$ cat config.mk
export PLATFORM = sky130hd
export DESIGN_NAME = aes_job_arbiter
export DESIGN_NICKNAME = d
export VERILOG_FILES = /design/src/rtl/aes_job_arbiter.sv
export SDC_FILE = /design/constraint.sdc
export NUM_CORES = 1
export LEC_CHECK = 0
export ABC_AREA = 1
export CORE_AREA = 2 2 307 309
export DETAILED_ROUTE_END_ITERATION = 12
export DIE_AREA = 0 0 309 311
export GPL_ROUTABILITY_DRIVEN = 0
export PLACE_DENSITY = 0.4
export SLEW_MARGIN = 20
export SYNTH_ARGS = -nofsm -noshare
export SYNTH_HDL_FRONTEND = slang
export SYNTH_HIERARCHICAL = 1
export SYNTH_SLANG_ARGS = --single-unit
$ cat constraint.sdc
create_clock -name clk -period 2.9 [get_ports clk]
set_clock_uncertainty 0.2 [all_clocks]
set_input_delay 0.435 -clock clk [delete_from_list [all_inputs] [get_ports clk]]
set_output_delay 0.435 -clock clk [all_outputs]
set_load 0.02 [all_outputs]
$ cat src/rtl/aes_job_arbiter.sv
// Round-robin arbiter sharing one AES core between two requesters, with a
// start/done handshake to the core and a watchdog that aborts hung jobs.
module aes_arb_rsp_lane (
  input  logic         clk,
  input  logic         rst,
  input  logic         ld_done,
  input  logic         ld_tmo,
  input  logic         clr,
  input  logic [127:0] result,
  output logic         valid,
  output logic [127:0] data,
  output logic         err
);
  // Done has priority over timeout when both land in the same cycle.
  always_ff @(posedge clk or negedge rst) begin
    if (!rst) begin
      valid <= 1'b0;
      data  <= '0;
      err   <= 1'b0;
    end else if (ld_done) begin
      valid <= 1'b1;
      data  <= result;
      err   <= 1'b0;
    end else if (ld_tmo) begin
      valid <= 1'b1;
      data  <= '0;
      err   <= 1'b1;
    end else if (clr) begin
      valid <= 1'b0;
      data  <= '0;
      err   <= 1'b0;
    end
  end
endmodule

module aes_job_arbiter #(
  parameter int TIMEOUT = 1024,
  parameter int CW      = 11
) (
  input  logic         clk,
  input  logic         rst,
  input  logic         req0_valid,
  input  logic         req0_mode,
  input  logic [127:0] req0_data,
  output logic         req0_ready,
  output logic         rsp0_valid,
  output logic [127:0] rsp0_data,
  output logic         rsp0_err,
  input  logic         rsp0_ready,
  input  logic         req1_valid,
  input  logic         req1_mode,
  input  logic [127:0] req1_data,
  output logic         req1_ready,
  output logic         rsp1_valid,
  output logic [127:0] rsp1_data,
  output logic         rsp1_err,
  input  logic         rsp1_ready,
  output logic         core_start,
  output logic         core_mode,
  output logic [127:0] core_data,
  input  logic         core_done,
  input  logic [127:0] core_result,
  output logic         busy
);
  typedef enum logic [1:0] {IDLE, ISSUE, WAIT, RESP} state_t;

  state_t              state, state_nxt;
  logic                last_grant, owner;
  logic [CW-1:0]       wd, wd_inc;
  logic                gnt_vld, gnt_port, timeout, own_ready;
  logic [1:0]          req_valid, rsp_ready, rsp_valid, rsp_err;
  logic [1:0][127:0]   rsp_data;

  assign req_valid = {req1_valid, req0_valid};
  assign rsp_ready = {rsp1_ready, rsp0_ready};
  assign own_ready = rsp_ready[owner];
  assign wd_inc    = wd + CW'(1);
  // Fires on the cycle whose increment reaches TIMEOUT-1, so the response
  // lands exactly TIMEOUT cycles after core_start.
  assign timeout   = (wd_inc == CW'(TIMEOUT - 1));

  always_comb begin
    gnt_vld  = 1'b0;
    gnt_port = 1'b0;
    if (state == IDLE) begin
      case (req_valid)
        2'b01:   gnt_vld = 1'b1;
        2'b10:   begin gnt_vld = 1'b1; gnt_port = 1'b1; end
        2'b11:   begin gnt_vld = 1'b1; gnt_port = ~last_grant; end
        default: ;
      endcase
    end
  end

  assign req0_ready = gnt_vld & ~gnt_port;
  assign req1_ready = gnt_vld &  gnt_port;
  assign core_start = (state == ISSUE);
  assign busy       = (state != IDLE);

  always_comb begin
    state_nxt = state;
    case (state)
      IDLE:    if (gnt_vld) state_nxt = ISSUE;
      ISSUE:   state_nxt = WAIT;
      WAIT:    if (core_done || timeout) state_nxt = RESP;
      RESP:    if (own_ready) state_nxt = IDLE;
      default: state_nxt = IDLE;
    endcase
  end

  always_ff @(posedge clk or negedge rst) begin
    if (!rst) begin
      state      <= IDLE;
      last_grant <= 1'b1;
      owner      <= 1'b0;
      wd         <= '0;
      core_mode  <= 1'b0;
      core_data  <= '0;
    end else begin
      state <= state_nxt;
      if (gnt_vld) begin
        owner      <= gnt_port;
        last_grant <= gnt_port;
        core_mode  <= gnt_port ? req1_mode : req0_mode;
        core_data  <= gnt_port ? req1_data : req0_data;
      end
      if (state == ISSUE)     wd <= '0;
      else if (state == WAIT) wd <= wd_inc;
    end
  end

  for (genvar p = 0; p < 2; p++) begin : g_lane
    logic own;
    assign own = (owner == 1'(p));
    aes_arb_rsp_lane u_lane (
      .clk     (clk),
      .rst     (rst),
      .ld_done (own && state == WAIT && core_done),
      .ld_tmo  (own && state == WAIT && timeout),
      .clr     (own && state == RESP && rsp_ready[p]),
      .result  (core_result),
      .valid   (rsp_valid[p]),
      .data    (rsp_data[p]),
      .err     (rsp_err[p])
    );
  end

  assign rsp0_valid = rsp_valid[0];
  assign rsp0_data  = rsp_data[0];
  assign rsp0_err   = rsp_err[0];
  assign rsp1_valid = rsp_valid[1];
  assign rsp1_data  = rsp_data[1];
  assign rsp1_err   = rsp_err[1];
endmodule

Yosys cells after proc, flatten, opt, wreduce, memory -nomap -nowiden:

Index checks and enable logic that the tools add are counted.

* logic and storage cells: 75
* output and inout bits: 393
* bits of input ports: 393
* register bits: 404

* magnitude comparators: 1
* bitwise gates (word level): 5
* reduce and logical (&&, ||, !) cells: 18
* equality and inequality tests: 10
* muxes and demuxes: 28
* add/sub/neg operators: 1

Operator list (number)
* 128-bit 2-to-1 mux: 7
* 11-bit 2-to-1 mux: 2
* 1-bit 2-to-1 mux: 14
* 11-bit by 1-bit adder with 11-bit output (second input constant): 1
* 11-bit by 10-bit == test with 1-bit output (second input constant): 1
* 1-bit logical AND: 10
* 2-bit == test (second input constant): 4
* 2-bit one-hot mux with 4 select lines: 1
* 2-bit 2-to-1 mux: 3
* 2-bit inequality test (second input constant): 3
* 3-bit nonzero test: 2
* 2-bit by 1-bit == test with 1-bit output (second input constant): 2
* 2-bit nonzero test: 2
* 1-bit inverter: 3
* 3-bit AND reduction: 1
* 3-bit OR reduction: 1
* 1-bit bitwise AND: 2
* 2-bit zero test: 1
* 1-bit by 2-bit < comparator with 1-bit output (second input constant): 1
* 1-bit one-hot mux with 2 select lines: 1
* 1-bit logical OR: 1

Longest topological paths before layout:

Gate-level depths: netlist (run 1).

* depth in word-level cells: 6
* gate-level depth with buffers: 16
* depth with buffers taken out: 14

Hierarchy:

Netlist (run 1), hierarchy kept.

Modules (own cells, without submodules)
* aes_arb_rsp_lane: area each 5159.9 sq um, sequential area each 3253.1 sq um, instances 2, cells an instance 563
* aes_job_arbiter: area each 6760.2 sq um, sequential area each 3604.7 sq um, instances 1, cells an instance 848

Worst setup path after synthesis (run 1):

No wires, ideal clock.

* path type: register to register
* start: register wd[1]
* end: register g_lane[1].u_lane.data[13]
* cell stages (with the launch flop): 15
* data arrival time: 1925 ps
* buffers on the path: 2
* setup time: 118 ps
* required time: 2582 ps
* clock period less this slack: 2243 ps
* path slack: 657 ps
* path through: dfrtp_1 -> ha_1 -> nand2_2 -> nor2_2 -> nand2_1 -> nand2_1 -> nand3b_1 -> nor2_2 -> nand2_2 -> nor3_1 -> nor2_2 -> buf_4 -> buf_6 -> nand3_1 -> nand2_1

* cells in the longest elaborated chain, start to end: 5

Ends and longest elaborated chain
* start: declaration: line 69 `logic [CW-1:0] wd, wd_inc;`
* start signal: assignment: line 128 `else if (state == WAIT) wd <= wd_inc;`
* 11-bit by 1-bit adder with 11-bit output (*): line 77 `assign wd_inc = wd + CW'(1);`
* 11-bit by 10-bit == test with 1-bit output (*): line 80 `assign timeout = (wd_inc == CW'(TIMEOUT - 1));`
* 1-bit logical AND (*): line 139 `.ld_tmo (own && state == WAIT && timeout),`
* 128-bit 2-to-1 mux: line 24 `end else if (ld_tmo) begin`
* 128-bit 2-to-1 mux: line 20 `end else if (ld_done) begin`
* end signal: assignment: line 22 `data <= result;`
* end: declaration: line 11 `output logic [127:0] data,`

Mark *: on every way between the ends. The rest lies on a longest branch, timed or not.
A chain may end at the register's enable or synchronous reset.

Worst setup path after layout (run 1):

* start: register state[0]
* end: output req0_ready

* cells in the longest elaborated chain, start to end: 4

Ends and longest elaborated chain
* start: declaration: line 67 `state_t state, state_nxt;`
* start signal: assignment: line 120 `state <= state_nxt;`
* 2-bit zero test (*): line 85 `if (state == IDLE) begin`
* 1-bit 2-to-1 mux: line 85
* 1-bit inverter: line 95 `assign req0_ready = gnt_vld & ~gnt_port;`
* 1-bit bitwise AND (*): line 95
* end: declaration: line 45 `output logic req0_ready,`

Marks and branches as above.

==> qor.yml, run 1 <==
worstMarginPinSlew_ns: 0.711
synth_top_cell_area_share: 0.590
grt_pass1_vias: 17481
tritoncts: "done"
synth-xor-area-share: 0.00103
top_layer: "met5"
route.met3.wl_um: 7810
synthSimpleGateAreaFrac: 0.268
synth_compound_area_frac: 0.0815
critPathLaunchType: "register"
routedWlPerCell_um: 20.4
mostFrequentLayoutCell: "clkdlybuf4s50_1"
synth_top_family_by_area: "simple AND/OR/NAND/NOR gates"
vias: 16881
rows: 112
coreArea_mm2: 0.0928
synthAdderAreaFrac: 0.00440
grt_max_degree: 132
drt-total-wl_um: 82000
dieArea_mm2: 0.0961
syn_to_final_growth_pct: 64.6
post_drt_via_cell_ratio: 4.20
yosysTopAreaCell: "dfrtp_1"
antenna_found_initial: 31
rr_startpoint: "wd[1]$_DFFE_PN0P_"
worst-setup-path-type: "reg2out"
synthesis.area_mm2: 0.0171
grt_pass1_wl_um: 120000
pin_count: 786
endpoint_kind: "output port"
drc: 0
min_path_type: "in2reg"
drv_slew: 0
cp_slowest_stage_delay_ns: 0.40
tns_ns: 0
leakage_nw: 12.6
synth_area_leaders: "dfrtp_1 (59%), nand2_1 (15%), nand3_1 (7.7%)"
layout_common_cells: "clkdlybuf4s50_1 (781), nand2_1 (687), dfrtp_1 (403)"
post_synth.cell_area_avg_um2: 8.65
die_x_um: 309
chipHeight_um: 311
m1WireLength_um: 32200
utilization: 0.303
muxShareOfSynthArea: 0
cts_max_level: 2
worstPathRequired_ns: 2.27
critical_path.cell_chain: "inv_1, ha_1, nand3_4, clkinv_4, buf_12, nor2_1, buf_4"
dp_hpwl_um: 58800
synth.net_count: 2373
rsz0062_at_grt: "no"
crit_slowest_cell: "dfrtp_1"
timing.final.crit_period_ns: 2.78
crit_arrival_ns: 2.15
grt_usage: 0.166
setup_viol: 0
insertion_delay_ns: 0.60
relSlewSlack: 0.526
synth.distinct_cells: 27
fmax_mhz: 359
final.fill_count: 9770
status: "completed"
path_clk_slew_ns: 0.05
clock-sinks: 404
drt-pass1-iter-count: 5
peakVddDrop_mv: 0.528
final.period_utilization: 0.960
numCtsBuffers: 52
ys_ff_latch: 404
wl_met2_um: 39300
cp_max_fo: 48
io_buffers: 785
min_from: "core_result[53]"
grt_overflow: 0
drive_gt1_frac: 0.0559
initial_core_util: 0.184
path_delay_family: "buffers and inverters"
critPathBufInv: 4
power_mw: 32.2
crit_start: "state[0]$_DFFE_PN0P_"
cts-root-buf: "clkbuf_16"
cts_max_path_buffers: 3
drt_iter0_markers: 987
synthCells: 1974
drv_cap: 0
final_nets: 3117
ys_seq_area_frac: 0.592
p_per_area_mw_per_mm2: 1150
ant_nets: 0
ys_warn_count: 6
hold_violations: 0
-- final cells by class --
type / instances / area (µm²) / share of cell area
Sequential cell: 404 / 10100 / 0.360
Multi-Input combinational cell: 1400 / 6100 / 0.217
Antenna cell: 10 / 25.0 / 0.000890
Clock inverter: 15 / 151 / 0.00539
Timing Repair Buffer: 831 / 8480 / 0.302
Tap cell: 1254 / 1570 / 0.0558
Clock buffer: 77 / 1560 / 0.0553
Inverter: 29 / 121 / 0.00432
-- worst reg2reg max path, delay by kind of cell, from the launching register on --
family	cells	cell delay, ns
simple gates	11	1.24
fa+ha+maj	1	0.23
buf+inv	2	0.48
flops	1	0.44
-- routing by layer --
layer / vias to the layer above / track usage
met3: 133 / 0.0619
met1: 8129 / 0.192
met4: 18 / 0.0645
li1: 7923 / -
met5: - / 0
met2: 678 / 0.274
-- worst paths after layout --
path	endpoint	slack, ns	cells past startpoint
worst max-delay path	req0_ready	0.12	7
worst min-delay path	g_lane[0].u_lane/data[53]$_DFFE_PN0P_	0.20	3
worst max register to register	g_lane[1].u_lane/data[22]$_DFFE_PN0P_	0.23	14
worst min register to register	last_grant$_DFFE_PN1P_	0.27	2
max in group asynchronous	g_lane[1].u_lane/data[18]$_DFFE_PN0P_	1.36	3
min in group asynchronous	g_lane[1].u_lane/data[77]$_DFFE_PN0P_	0.21	2
-- through the flow --
step | instance area [µm²] | worst slack (ns) | std cells | hold slack (ns)
finish | 28100 | 0.116 | 4020 | 0.203
global route | 28100 | 0.0207 | 4019 | 0.165
CTS | 28100 | 0.0284 | 4008 | 0.143
detailed placement | 26300 | 0.243 | 3915 | 0.254
global placement | 26300 | 0.243 | 3915 | 0.253
floorplan | 17100 | 0.657 | 1974 | -0.0606
-- synthesized netlist by cell type --
cell,instances
a21oi_1,2
a21oi_2,1
buf_1,3
buf_2,74
buf_4,7
buf_6,20
clkbuf_1,37
dfrtp_1,403
dfstp_2,1
ha_1,6
inv_1,27
inv_2,2
nand2_1,687
nand2_2,7
nand3_1,264
nand3_2,2
nand3b_1,1
nor2_1,145
nor2_2,5
nor2_4,1
nor3_1,4
o21ai_0,218
o21ai_1,51
o22ai_1,3
o31ai_1,1
xnor2_1,1
xor2_1,1
-- state kept, by name (all words and copies together) (netlist names) --
register             count
g_lane.u_lane/err        2
core_data              128
last_grant               1
g_lane.u_lane/data     256
wd                      11
core_mode                1
g_lane.own               1
state                    2
g_lane.u_lane/valid      2
-- where the power goes --
part / internal (mW) / total, mW / switching, mW
combinational: 6.78 / 15.7 / 8.95
clock: 3.87 / 6.53 / 2.66
sequential: 8.35 / 9.92 / 1.57
-- timing repair --
action | 4_1_cts | 5_1_grt
endpoints found under the setup margin | 2 | 5
gates resized for setup | 2 | 2
buffers inserted | 0 | 2
hold endpoints to repair | 45 | 0
hold buffers | 1 | 0
-- logic make-up after synthesis --
kind of cell | after synthesis
AO/OA/AOI/OAI | 276
XOR/XNOR | 2
adder cells (fa/ha/maj) | 6
buffers and inverters | 170
flip-flops | 404
AND/OR/NAND/NOR | 1116
No activity file was read; power rests on OpenSTA's default activity.
==> run 2, diff against run 1 <==
--- a/config.mk
+++ b/config.mk
@@ -6,13 +6,12 @@
 export NUM_CORES = 1
 export LEC_CHECK = 0
 export ABC_AREA = 1
-export CORE_AREA = 2 2 307 309
+export CORE_AREA = 2 2 309 311
 export DETAILED_ROUTE_END_ITERATION = 12
-export DIE_AREA = 0 0 309 311
+export DIE_AREA = 0 0 311 313
 export GPL_ROUTABILITY_DRIVEN = 0
 export PLACE_DENSITY = 0.4
 export SLEW_MARGIN = 20
 export SYNTH_ARGS = -nofsm -noshare
 export SYNTH_HDL_FRONTEND = slang
-export SYNTH_HIERARCHICAL = 1
 export SYNTH_SLANG_ARGS = --single-unit
==> run 2 against run 1 <==
  * Cell count up 0.42%
  * Via count increased by 6.1%
  * Setup slack better by 0.049 ns
  * Flip-flop and latch count did not move
  * Die area increased by 1.3%
  * Register-to-register slack hardly changed
  * Sequential share of layout area decreased by 0.64 points
  * First-iteration DRC count grew 31%
  * Count of clock-buffer cells in the layout fell by 1
==> qor.yml, run 2 <==
numCtsBuffers: 51  # was 52
pin_count: 786  # unchanged
synth_top_family_by_area: "simple AND/OR/NAND/NOR gates"  # unchanged
worstPathRequired_ns: 2.27  # about the same
ant_nets: 0  # unchanged
synth_compound_area_frac: 0.0798  # was 0.0815
fmax_mhz: 366  # was 359 MHz
synth_edf_count: 0  # unchanged
top_register: "g_lane.u_lane.data"  # was g_lane.u_lane/data
tns_ns: 0  # unchanged
grt_pass1_wl_um: 135000  # was 120,000 µm
antenna_found_initial: 24  # was 31
synth-xor-area-share: 0  # was 0.00103
grt_pass1_vias: 18418  # was 17,481
worstMarginPinSlew_ns: 0.878  # was 0.711 ns
synth.most_common_cell: "nand2_1"  # unchanged
design_area_mm2: 0.0286  # was 0.0281 mm²
dieArea_mm2: 0.0973  # was 0.0961 mm²
drt-pass1-iter-count: 5  # unchanged
leakage_nw: 12.5  # was 12.6 nW
post_dp_cell_area_mm2: 0.0269  # was 0.0263 mm²
netSwitchingPower_mw: 13.8  # was 13.2 mW
synth.net_count: 2397  # was 2,373
grt_usage: 0.185  # was 0.166
async_flop_share: 1.00  # unchanged
ys_seq_area_frac: 0.582  # was 0.592
cts_max_path_buffers: 3  # unchanged
clock-sinks: 404  # unchanged
insertion_delay_ns: 0.60  # about the same
relSlewSlack: 0.415  # was 0.526
synthTopCellsByCount: "nand2_1 (689), dfrtp_1 (403), nand4_1 (259)"  # was nand2_1 (687), dfrtp_1 (403), nand3_1 (264)
ys_warn_count: 0  # was 6
path_clk_slew_ns: 0.06  # was 0.05 ns
drv_slew: 0  # unchanged
vias: 17914  # was 16,881
power_mw: 32.9  # was 32.2 mW
layout_setup_ws_ns: 0.165  # was 0.116 ns
post_synth.cell_area_avg_um2: 8.69  # was 8.65 µm²
synth_area_leaders: "dfrtp_1 (58%), nand2_1 (15%), nand4_1 (9.3%)"  # was dfrtp_1 (59%), nand2_1 (15%), nand3_1 (7.7%)
p_int_mw: 19.1  # was 19.0 mW
coreArea_mm2: 0.0942  # was 0.0928 mm²
drt_iter0_markers: 1290  # was 987
drc: 0  # unchanged
ys_ff_latch: 404  # unchanged
post_cts_buffers: 0  # unchanged
status: "completed"  # unchanged
synthSimpleGateAreaFrac: 0.282  # was 0.268
rows: 113  # was 112
largest_reg_flops: 256  # unchanged
cp_max_fo: 4  # was 48
die_x_um: 311  # was 309 µm
power_frac_comb: 0.498  # was 0.489
clockPowerShare: 0.197  # was 0.203
peakVddDrop_mv: 0.401  # was 0.528 mV
p_per_area_mw_per_mm2: 1150  # about the same
endpoint_kind: "output port"  # unchanged
grt_max_degree: 132  # unchanged
holdWs_ns: 0.183  # was 0.203 ns
worst-setup-path-type: "reg2out"  # unchanged
initial_core_util: 0.184  # about the same
muxShareOfSynthArea: 0  # unchanged
cts_max_level: 2  # unchanged
dp_hpwl_um: 67400  # was 58,800 µm
timing.final.crit_period_ns: 2.73  # was 2.78 ns
critPathLaunchType: "register"  # unchanged
io_buffers: 785  # unchanged
synth_flop_cell: "dfrtp_1"  # unchanged
final.period_utilization: 0.943  # was 0.960
synth.distinct_cells: 24  # was 27
synthAdderAreaFrac: 0.00432  # was 0.00440
mostFrequentLayoutCell: "clkdlybuf4s50_1"  # unchanged
cts-root-buf: "clkbuf_16"  # unchanged
drive_gt1_frac: 0.0575  # was 0.0559
chipHeight_um: 313  # was 311 µm
min_path_type: "in2reg"  # unchanged
seqPwrFrac: 0.305  # was 0.308
drv_cap: 0  # unchanged
syn_to_final_growth_pct: 64.8  # was 64.6%
drt-total-wl_um: 93200  # was 82,000 µm
place_ws_ns: 0.0267  # was 0.243 ns
rsz0062_at_grt: "no"  # unchanged
synth_top_cell_area_share: 0.581  # was 0.590
routedWlPerCell_um: 23.1  # was 20.4 µm
final_nets: 3126  # was 3,117
reg_top3: "g_lane.u_lane.data: 256 flops, core_data: 128 flops, wd: 11 flops"  # was g_lane.u_lane/data: 256 flops, core_data: 128 flops, wd: 11 flops
yosysTopAreaCell: "dfrtp_1"  # unchanged
grt_overflow: 0  # unchanged
layout_common_cells: "clkdlybuf4s50_1 (782), nand2_1 (687), dfrtp_1 (403)"  # was clkdlybuf4s50_1 (781), nand2_1 (687), dfrtp_1 (403)
synthCells: 1998  # was 1,974
p_sw_frac: 0.420  # was 0.410
hold_violations: 0  # unchanged
crit_arrival_ns: 2.10  # was 2.15 ns
setup_viol: 0  # unchanged
tritoncts: "done"  # unchanged
synthesis.area_mm2: 0.0174  # was 0.0171 mm²
post_drt_via_cell_ratio: 4.44  # was 4.20
[run 2: area by class of cell]
class | instances | area (µm²)
antenna | 8 | 20.0
clock buffer | 76 | 1530
clock inverter | 14 | 141
fill | 9906 | 65500
inverter | 28 | 118
multi-input combinational | 1397 | 6420
sequential | 404 | 10100
tap | 1265 | 1580
timing repair buffer | 845 | 8690
[run 2: cells by family after synthesis]
kind of cell | Yosys count
buffers and inverters | 197
AO/OA/AOI/OAI | 275
adder cells (fa/ha/maj) | 6
flip-flops | 404
AND/OR/NAND/NOR | 1116
[run 2: final timing paths]
kind	start	to	slack, ns	depth (start not counted)
min reg2reg	last_grant$_DFFE_PN1P_	last_grant$_DFFE_PN1P_	0.27	2
max reg2reg	wd[1]$_DFFE_PN0P_	g_lane[0].u_lane.data[28]$_DFFE_PN0P_	0.24	11
max	state[0]$_DFFE_PN0P_	busy	0.17	4
min	req1_data[106]	core_data[106]$_DFFE_PN0P_	0.18	3
max in group asynchronous	rst	g_lane[1].u_lane.data[102]$_DFFE_PN0P_	1.36	4
min in group asynchronous	rst	core_data[30]$_DFFE_PN0P_	0.21	2
[run 2: power groups by stage]
stage | Sequential, mW | Combinational, mW | Clock (mW)
6_report | 10.0 | 16.4 | 6.49
2_1_floorplan | 13.0 | 4.29 | 0
3_3_place_gp | 9.99 | 16.5 | 0
4_1_cts | 10.0 | 16.6 | 6.76
5_1_grt | 10.3 | 17.5 | 6.97
3_5_place_dp | 10.1 | 16.6 | 0
[run 2: repair_timing]
item / CTS / global route
hold buffers: 1 / 0
setup endpoints to repair: 2 / 0
endpoints found under the hold margin: 46 / 0
resized for setup: 5 / 0
[run 2: stage by stage]
stage	utilization	std cells
after floorplan	-	1998
after global placement	0.286	3938
after detailed placement	0.286	3938
after CTS	0.304	4029
after global routing	0.304	4032
final	0.304	4037
[run 2: routing by layer]
layer / wire length, µm / up-vias / global-route usage
li1: - / 8205 / -
met1: 37300 / 8922 / 0.222
met2: 46400 / 609 / 0.320
met3: 6620 / 152 / 0.0553
met4: 2650 / 26 / 0.0554
met5: 158 / - / 0
[run 2: worst max-delay path: stages, from the launching register on]
cell             delay (ns)
dfrtp_1                0.39
inv_1                  0.08
ha_2                   0.24
inv_1                  0.16
clkdlybuf4s50_1        0.63
